File: src/rtl/ntt_ctrl_if.sv
// ntt_ctrl_if: request/issue bus between the NTT sequencer and its neighbours.
//   start, mode                 : transform request from the polynomial-op FSM
//   rd_en, rd_addr_a/b, tw_idx  : butterfly issue (RAM read + twiddle ROM)
//   bf_sel                      : butterfly CT(1)/GS(0) select
//   wr_en, wr_addr_a/b          : write-back of butterfly results
//   busy, done                  : transform status
// master = sequencer side, slave = requester/datapath side.
interface ntt_ctrl_if #(
  parameter int AW = 8,
  parameter int ZW = 7
);
  logic          start;
  logic          mode;
  logic          rd_en;
  logic [AW-1:0] rd_addr_a;
  logic [AW-1:0] rd_addr_b;
  logic [ZW-1:0] tw_idx;
  logic          bf_sel;
  logic          wr_en;
  logic [AW-1:0] wr_addr_a;
  logic [AW-1:0] wr_addr_b;
  logic          busy;
  logic          done;

  modport master (
    input  start, mode,
    output rd_en, rd_addr_a, rd_addr_b, tw_idx, bf_sel,
    output wr_en, wr_addr_a, wr_addr_b, busy, done
  );

  modport slave (
    output start, mode,
    input  rd_en, rd_addr_a, rd_addr_b, tw_idx, bf_sel,
    input  wr_en, wr_addr_a, wr_addr_b, busy, done
  );
endinterface

File: src/rtl/ntt_ctrl.sv
// ntt_ctrl: address/twiddle sequencer for one Kyber NTT (CT) or inverse NTT (GS)
// over a 2^AW-coefficient polynomial, one butterfly per cycle.
// Ports:
//   clk, rst : clock, synchronous active-high reset
//   bus      : ntt_ctrl_if.master (start/mode in; read issue, twiddle, bf_sel,
//              delayed write-back, busy/done out)
//   cyc_cnt  : 16-bit busy-cycle counter, present only when the macro
//              NTT_CTRL_CYCLE_CNT_EN is defined
// Each stage issues N/2 butterflies, then drains for LAT = 1 + BFLAT cycles so
// every write of the stage has landed before the next stage reads.
module ntt_ctrl #(
  parameter int AW    = 8,
  parameter int ZW    = 7,
  parameter int BFLAT = 3
) (
  input  logic      clk,
  input  logic      rst,
  ntt_ctrl_if.master bus
`ifdef NTT_CTRL_CYCLE_CNT_EN
  ,
  output logic [15:0] cyc_cnt
`endif
);
  localparam int LAT  = BFLAT + 1;
  localparam int NSTG = AW - 1;
  localparam int SW   = $clog2(NSTG);
  localparam int DW   = $clog2(LAT) + 1;
  localparam logic [AW-1:0] LEN_FWD = AW'(1 << (AW - 1));
  localparam logic [AW-1:0] LEN_INV = AW'(2);
  localparam logic [ZW-1:0] K_FWD   = ZW'(1);
  localparam logic [ZW-1:0] K_INV   = ZW'((1 << (AW - 1)) - 1);

  typedef enum logic [1:0] {IDLE, RUN, DRAIN, DONE} state_t;

  state_t        state;
  logic          fwd;
  logic [AW-1:0] len, s, j;
  logic [ZW-1:0] k;
  logic [AW-2:0] cnt;     // butterflies issued in the current stage
  logic [SW-1:0] stage;
  logic [DW-1:0] dcnt;

  logic          grp_end;
  logic [AW-1:0] s_nxt, j_inc, len_nxt;
  logic [ZW-1:0] k_nxt;

  always_comb begin
    grp_end = (j == s + len - AW'(1));
    s_nxt   = s + (len << 1);
    j_inc   = j + AW'(1);
    len_nxt = fwd ? (len >> 1) : (len << 1);
    k_nxt   = fwd ? (k + ZW'(1)) : (k - ZW'(1));
  end

  // Registers j/s/k/len describe the butterfly currently on the read outputs.
  always_ff @(posedge clk) begin
    if (rst) begin
      state         <= IDLE;
      fwd           <= 1'b0;
      len           <= '0;
      s             <= '0;
      j             <= '0;
      k             <= '0;
      cnt           <= '0;
      stage         <= '0;
      dcnt          <= '0;
      bus.rd_en     <= 1'b0;
      bus.rd_addr_a <= '0;
      bus.rd_addr_b <= '0;
      bus.tw_idx    <= '0;
      bus.bf_sel    <= 1'b0;
      bus.busy      <= 1'b0;
      bus.done      <= 1'b0;
    end else begin
      case (state)
        IDLE: begin
          bus.done <= 1'b0;
          if (bus.start) begin
            fwd           <= bus.mode;
            len           <= bus.mode ? LEN_FWD : LEN_INV;
            s             <= '0;
            j             <= '0;
            k             <= bus.mode ? K_FWD : K_INV;
            cnt           <= '0;
            stage         <= '0;
            bus.rd_en     <= 1'b1;
            bus.rd_addr_a <= '0;
            bus.rd_addr_b <= bus.mode ? LEN_FWD : LEN_INV;
            bus.tw_idx    <= bus.mode ? K_FWD : K_INV;
            bus.bf_sel    <= bus.mode;
            bus.busy      <= 1'b1;
            state         <= RUN;
          end
        end
        RUN: begin
          if (cnt == '1) begin
            bus.rd_en     <= 1'b0;
            bus.rd_addr_a <= '0;
            bus.rd_addr_b <= '0;
            bus.tw_idx    <= '0;
            dcnt          <= '0;
            state         <= DRAIN;
          end else begin
            cnt <= cnt + 1'b1;
            if (grp_end) begin
              s             <= s_nxt;
              j             <= s_nxt;
              k             <= k_nxt;
              bus.rd_addr_a <= s_nxt;
              bus.rd_addr_b <= s_nxt + len;
              bus.tw_idx    <= k_nxt;
            end else begin
              j             <= j_inc;
              bus.rd_addr_a <= j_inc;
              bus.rd_addr_b <= j_inc + len;
            end
          end
        end
        DRAIN: begin
          if (dcnt == DW'(LAT - 1)) begin
            if (stage == SW'(NSTG - 1)) begin
              bus.busy   <= 1'b0;
              bus.done   <= 1'b1;
              bus.bf_sel <= 1'b0;
              state      <= DONE;
            end else begin
              // A new stage is also a new group, so k steps here too.
              stage         <= stage + 1'b1;
              len           <= len_nxt;
              s             <= '0;
              j             <= '0;
              k             <= k_nxt;
              cnt           <= '0;
              bus.rd_en     <= 1'b1;
              bus.rd_addr_a <= '0;
              bus.rd_addr_b <= len_nxt;
              bus.tw_idx    <= k_nxt;
              state         <= RUN;
            end
          end else begin
            dcnt <= dcnt + 1'b1;
          end
        end
        DONE: begin
          bus.done <= 1'b0;
          state    <= IDLE;
        end
        default: state <= IDLE;
      endcase
    end
  end

  // Write-back pipe: index i holds the issue from i cycles ago.
  logic [LAT:1]         vld_pipe;
  logic [LAT:1][AW-1:0] a_pipe, b_pipe;

  always_ff @(posedge clk) begin
    if (rst) begin
      vld_pipe <= '0;
      a_pipe   <= '0;
      b_pipe   <= '0;
    end else begin
      vld_pipe[1] <= bus.rd_en;
      a_pipe[1]   <= bus.rd_addr_a;
      b_pipe[1]   <= bus.rd_addr_b;
      for (int i = 2; i <= LAT; i++) begin
        vld_pipe[i] <= vld_pipe[i-1];
        a_pipe[i]   <= a_pipe[i-1];
        b_pipe[i]   <= b_pipe[i-1];
      end
    end
  end

  assign bus.wr_en     = vld_pipe[LAT];
  assign bus.wr_addr_a = a_pipe[LAT];
  assign bus.wr_addr_b = b_pipe[LAT];

`ifdef NTT_CTRL_CYCLE_CNT_EN
  always_ff @(posedge clk) begin
    if (rst)                          cyc_cnt <= '0;
    else if (state == IDLE && bus.start) cyc_cnt <= '0;
    else if (bus.busy)                cyc_cnt <= cyc_cnt + 16'd1;
  end
`endif
endmodule

File: src/flat_wrapper.sv
// flat-port wrapper written by rule: the top's interface ports become plain ports
module ntt_ctrl_flat 
#(
  parameter int AW    = 8,
  parameter int ZW    = 7,
  parameter int BFLAT = 3
)
  (clk, rst, bus_start, bus_mode, bus_rd_en, bus_rd_addr_a, bus_rd_addr_b, bus_tw_idx, bus_bf_sel, bus_wr_en, bus_wr_addr_a, bus_wr_addr_b, bus_busy, bus_done);
  ntt_ctrl_if #(.AW(AW), .ZW(ZW)) bus_i ();
  input  logic clk;
  input  logic rst;
  input wire logic [$bits(bus_i.start)-1:0] bus_start;
  input wire logic [$bits(bus_i.mode)-1:0] bus_mode;
  output wire logic [$bits(bus_i.rd_en)-1:0] bus_rd_en;
  output wire logic [$bits(bus_i.rd_addr_a)-1:0] bus_rd_addr_a;
  output wire logic [$bits(bus_i.rd_addr_b)-1:0] bus_rd_addr_b;
  output wire logic [$bits(bus_i.tw_idx)-1:0] bus_tw_idx;
  output wire logic [$bits(bus_i.bf_sel)-1:0] bus_bf_sel;
  output wire logic [$bits(bus_i.wr_en)-1:0] bus_wr_en;
  output wire logic [$bits(bus_i.wr_addr_a)-1:0] bus_wr_addr_a;
  output wire logic [$bits(bus_i.wr_addr_b)-1:0] bus_wr_addr_b;
  output wire logic [$bits(bus_i.busy)-1:0] bus_busy;
  output wire logic [$bits(bus_i.done)-1:0] bus_done;
  assign bus_i.start = bus_start;
  assign bus_i.mode = bus_mode;
  assign bus_rd_en = bus_i.rd_en;
  assign bus_rd_addr_a = bus_i.rd_addr_a;
  assign bus_rd_addr_b = bus_i.rd_addr_b;
  assign bus_tw_idx = bus_i.tw_idx;
  assign bus_bf_sel = bus_i.bf_sel;
  assign bus_wr_en = bus_i.wr_en;
  assign bus_wr_addr_a = bus_i.wr_addr_a;
  assign bus_wr_addr_b = bus_i.wr_addr_b;
  assign bus_busy = bus_i.busy;
  assign bus_done = bus_i.done;
  ntt_ctrl #(.AW(AW), .ZW(ZW), .BFLAT(BFLAT)) u_core (.clk(clk), .rst(rst), .bus(bus_i));
endmodule
File: config.mk
export PLATFORM = sky130hd
export DESIGN_NAME = ntt_ctrl_flat
export DESIGN_NICKNAME = d
export VERILOG_FILES = /design/src/rtl/ntt_ctrl_if.sv /design/src/rtl/ntt_ctrl.sv /design/src/flat_wrapper.sv
export SDC_FILE = /design/constraint.sdc
export NUM_CORES = 1
export LEC_CHECK = 0
export BUFFER_PORTS_ARGS = -buffer_cell sky130_fd_sc_hd__buf_2
export CAP_MARGIN = 5
export CORE_MARGIN = 8
export CORE_UTILIZATION = 50
export CTS_CLUSTER_DIAMETER = 150
export CTS_CLUSTER_SIZE = 24
export DETAILED_ROUTE_END_ITERATION = 8
export GPL_TIMING_DRIVEN = 0
export PLACE_DENSITY = 0.7
export SYNTH_ARGS = -nofsm -noshare
export SYNTH_HDL_FRONTEND = slang
export SYNTH_SLANG_ARGS = --single-unit
export TNS_END_PERCENT = 30
File: constraint.sdc
create_clock -name clk -period 11.4 [get_ports clk]
set_input_delay 0.57 -clock clk [delete_from_list [all_inputs] [get_ports clk]]
set_output_delay 0.57 -clock clk [all_outputs]
set_load 0.05 [all_outputs]
==> metrics.md <==
| Metric | Value |
|---|---|
| Post-Syn Area | `6600 um^2` |
| DRC | `0` |
| Num rows | `42` |
| Post-synth EDFFs | `0` |
| Req. time, crit path | `11710 ps` |
| Slew Limit Fails | `0` |
| I/O pins | `48` |
| CTS root buf | `clkbuf_16` |
| Gr usage total | `between 10% and 20%` |
| Crit Path Max Fanout | `10` |
| Fmax achieved | `around 170 MHz` |
| Nets | `842` |
| Compound-gate portion of the synthesized area | `~15%` |
| Ys async rst share | `0%` |
| Full die area | `~17000 um^2` |
| First-pass GRT wire length | `approximately 25 mm` |
| Top cell type's share of synthesized area | `42.7%` |
| Initial antenna violation count | `0` |
| Setup CP Type | `flop to flop` |
| Synth Area in Adders | `around 9%` |
| CTS resizes | `0` |
| Post-synth top area cell | `dfxtp_1` |
| Clock Latency Late Sink | `430 ps` |
| DRT antenna net count | `0` |
| Die height | `approximately 130 um` |
| H-tree depth | `4` |
| Hold Slack | `434 ps` |
| Synthesis Warnings | `0` |
| Min cycle time layout | `6060 ps` |
| Die W | `131 um` |
| Syn_area_per_cell | `roughly 9.1 um^2` |
| Arr. time, crit path | `6370 ps` |
| Hold Crit Class | `flop to flop` |
| Endpoints failing hold | `0` |
| Hold_buf cts | `0` |
| Netlist cell types | `55` |
| Drt first pass iters | `6` |
| Post-DP Area | `7060 um^2` |
| Largest family of logic cells by synthesized area | `simple AND/OR/NAND/NOR gates` |
| Commonest cells post-synth | `dfxtp_1, nor2b_1, nor2_1` |
| VDD IR max | `0.188 mV` |
| DRC violation total after the first TritonRoute iteration | `246` |
| Num CTS Buffers | `17` |
| Top FF cell, synth | `dfxtp_1` |
| Post-Synth Simple-Gate Area | `19.5%` |
| Grt ovf | `0` |
| Worst clock skew | `6.54 ps` |
| Synth-to-Final Area Change | `15.6%` |
| Vias/cell | `5.42` |
| Core area | `13100 um^2` |
| DP Wirelength | `11.8 mm` |
| Startpoint Class | `flop` |
| CTS tree | `yes` |
| Slew headroom | `34.6%` |
| PwrDens | `211 nW/um^2` |
| Port Buffers | `47` |
| Detailed-route via count | `5323` |
| Critical Path Sink Type | `flop` |
| Vias in the first global route | `5099` |
| Max_cap viols | `0` |
| Final period util | `53.2%` |
| Worst-margin pin slew | `between 900 and 1000 ps` |
| Final wirelength | `15.8 mm` |
| Post-synthesis sequential area ratio | `between 40% and 50%` |
| Antenna Cells | `0` |
| Largest net degree at the start of global routing | `17` |
| WL/cell | `16.1 um` |
| Synth Instances | `728` |
| Unrepaired setup endpoints after global routing | `false` |
| Initial Utilization | `between 50 and 60%` |
| Post-Synth XOR/XNOR Area | `around 4.6%` |
| Flops & latches, synth | `141` |
| Layout cell share with drive strength beyond 1 | `14.0%` |
| Most common cell in the synthesized netlist | `dfxtp_1` |
| Net Count, Synth | `776` |
| Clk sinks | `141` |
| Clock transition at path regs | `60 ps` |
| Setup bufs post-CTS | `0` |
| Max clock buf depth | `2` |
| Setup TNS | `0 ps` |
| Leakage Power | `3.23 nW` |
| Run status | `finished clean` |
| Final GP Congestion | `0.932` |
| Finished layout cell area | `7640 um^2` |
| Mux share of post-synthesis cell area | `3.30%` |
| Main area contributors after synthesis | `dfxtp_1, ha_1, nor2b_1` |
| # setup viols final | `0` |
[logic make-up (layout without fill, tap and decap cells)]
kind of cell | count (synthesis) | count (layout)
AND/OR/NAND/NOR | 251 | 251
AO/OA/AOI/OAI | 145 | 145
flip-flops | 141 | 141
buffers and inverters | 91 | 170
adder cells (fa/ha/maj) | 44 | 44
XOR/XNOR | 35 | 35
multiplexers | 21 | 21
[registers in the layout, indices dropped and copies added (netlist names), 2 cells and up]
| signal | flops |
|---|---|
| u_core.a_pipe | 24 |
| u_core.b_pipe | 24 |
| u_core.bus.rd_addr_a | 8 |
| u_core.bus.rd_addr_b | 8 |
| u_core.bus.wr_addr_a | 8 |
| u_core.bus.wr_addr_b | 8 |
| u_core.j | 8 |
| u_core.len | 8 |
| u_core.bus.tw_idx | 7 |
| u_core.cnt | 7 |
| u_core.k | 7 |
| u_core.s | 7 |
| u_core.vld_pipe | 4 |
| u_core.dcnt | 3 |
| u_core.stage | 3 |
| u_core.state | 2 |
[layout make-up]
class	count	area, um^2
well taps	176	220
multi-input cells	496	3370
plain buffers	44	236
clock buffers	21	470
repair buffers	47	235
fillers	1140	5450
flip-flops and latches	141	2820
inverters	47	176
clock inverters	11	106
[power by group]
group / switching, mW / leakage (nW) / internal (mW) / total (mW)
sequential: 0.0343 / 1.14 / 0.537 / 0.571
combinational: 0.349 / 1.81 / 0.160 / 0.510
clock: 0.215 / 0.277 / 0.319 / 0.534
total: 0.599 / 3.23 / 1.02 / 1.61
[final timing paths]
path	startpoint	endpoint	slack [ps]	cells after the start
max	u_core.len[1]$_SDFFE_PP0P_	u_core.bus.rd_addr_b[7]$_SDFFE_PP0P_	5340	22
max reg2reg	u_core.len[1]$_SDFFE_PP0P_	u_core.bus.rd_addr_b[7]$_SDFFE_PP0P_	5340	22
min	u_core.b_pipe[5]$_SDFF_PP0_	u_core.b_pipe[13]$_SDFF_PP0_	430	1
min reg2reg	u_core.b_pipe[5]$_SDFF_PP0_	u_core.b_pipe[13]$_SDFF_PP0_	430	1
[routing by layer]
metal / vias up / wire length [um] / part of all wire (%) / track usage, %
li1: 2608 / - / - / -
met1: 2525 / 6730 / 43 / 22.3
met2: 150 / 7400 / 47 / 32.2
met3: 40 / 1070 / 6.8 / 5.48
met4: 0 / 590 / 3.7 / 10.5
met5: - / 0 / 0 / 0
[critical path, cell delays in order, from the launching register on]
cell	delay, ps
dfxtp_1	540
inv_1	210
ha_1	310
inv_1	60
ha_1	160
inv_1	60
fa_1	400
xor2_1	190
xnor2_1	140
nor4_2	400
nand4_2	240
nor2_2	360
buf_2	370
mux2i_1	630
inv_1	100
ha_1	300
a21oi_1	250
o211ai_1	170
o41ai_1	410
xnor2_1	160
nor2b_1	170
a32oi_1	210
nand3_1	90
[through the flow]
stage / power, mW / util (%) / cells / worst slack, ps
final: 1.61 / 58.4 / 983 / 5340
after detailed placement: 1.08 / 53.9 / 951 / 5470
after global placement: 1.07 / 53.9 / 951 / 5590
after global routing: 1.70 / 58.4 / 983 / 4940
after floorplan: 0.953 / - / 728 / 6720
after CTS: 1.62 / 58.4 / 983 / 5370
[placed cells by master (no fill, tap or decap), types with 5 or more instances in the layout]
| master | synthesis | layout |
|---|---|---|
| xnor2_1 | 16 | 16 |
| inv_1 | 45 | 45 |
| xor2_1 | 19 | 19 |
| a22oi_1 | 6 | 6 |
| o2bb2ai_1 | 11 | 11 |
| nor2_1 | 62 | 62 |
| buf_2 | 3 | 50 |
| nand3_1 | 18 | 18 |
| mux2_2 | 6 | 6 |
| nand2b_1 | 11 | 11 |
| nand4_1 | 7 | 7 |
| nor2b_1 | 77 | 77 |
| nand2_1 | 44 | 44 |
| a32o_1 | 6 | 6 |
| clkbuf_16 | 0 | 17 |
| buf_4 | 16 | 16 |
| mux2i_1 | 15 | 15 |
| a21o_1 | 5 | 5 |
| ha_1 | 40 | 40 |
| clkbuf_1 | 23 | 24 |
| nor3_1 | 12 | 12 |
| o31ai_1 | 5 | 5 |
| a21oi_1 | 47 | 47 |
| dfxtp_1 | 141 | 141 |
| and3_1 | 5 | 5 |
| o21ai_0 | 26 | 26 |
(Power assumes the default switching activity.)
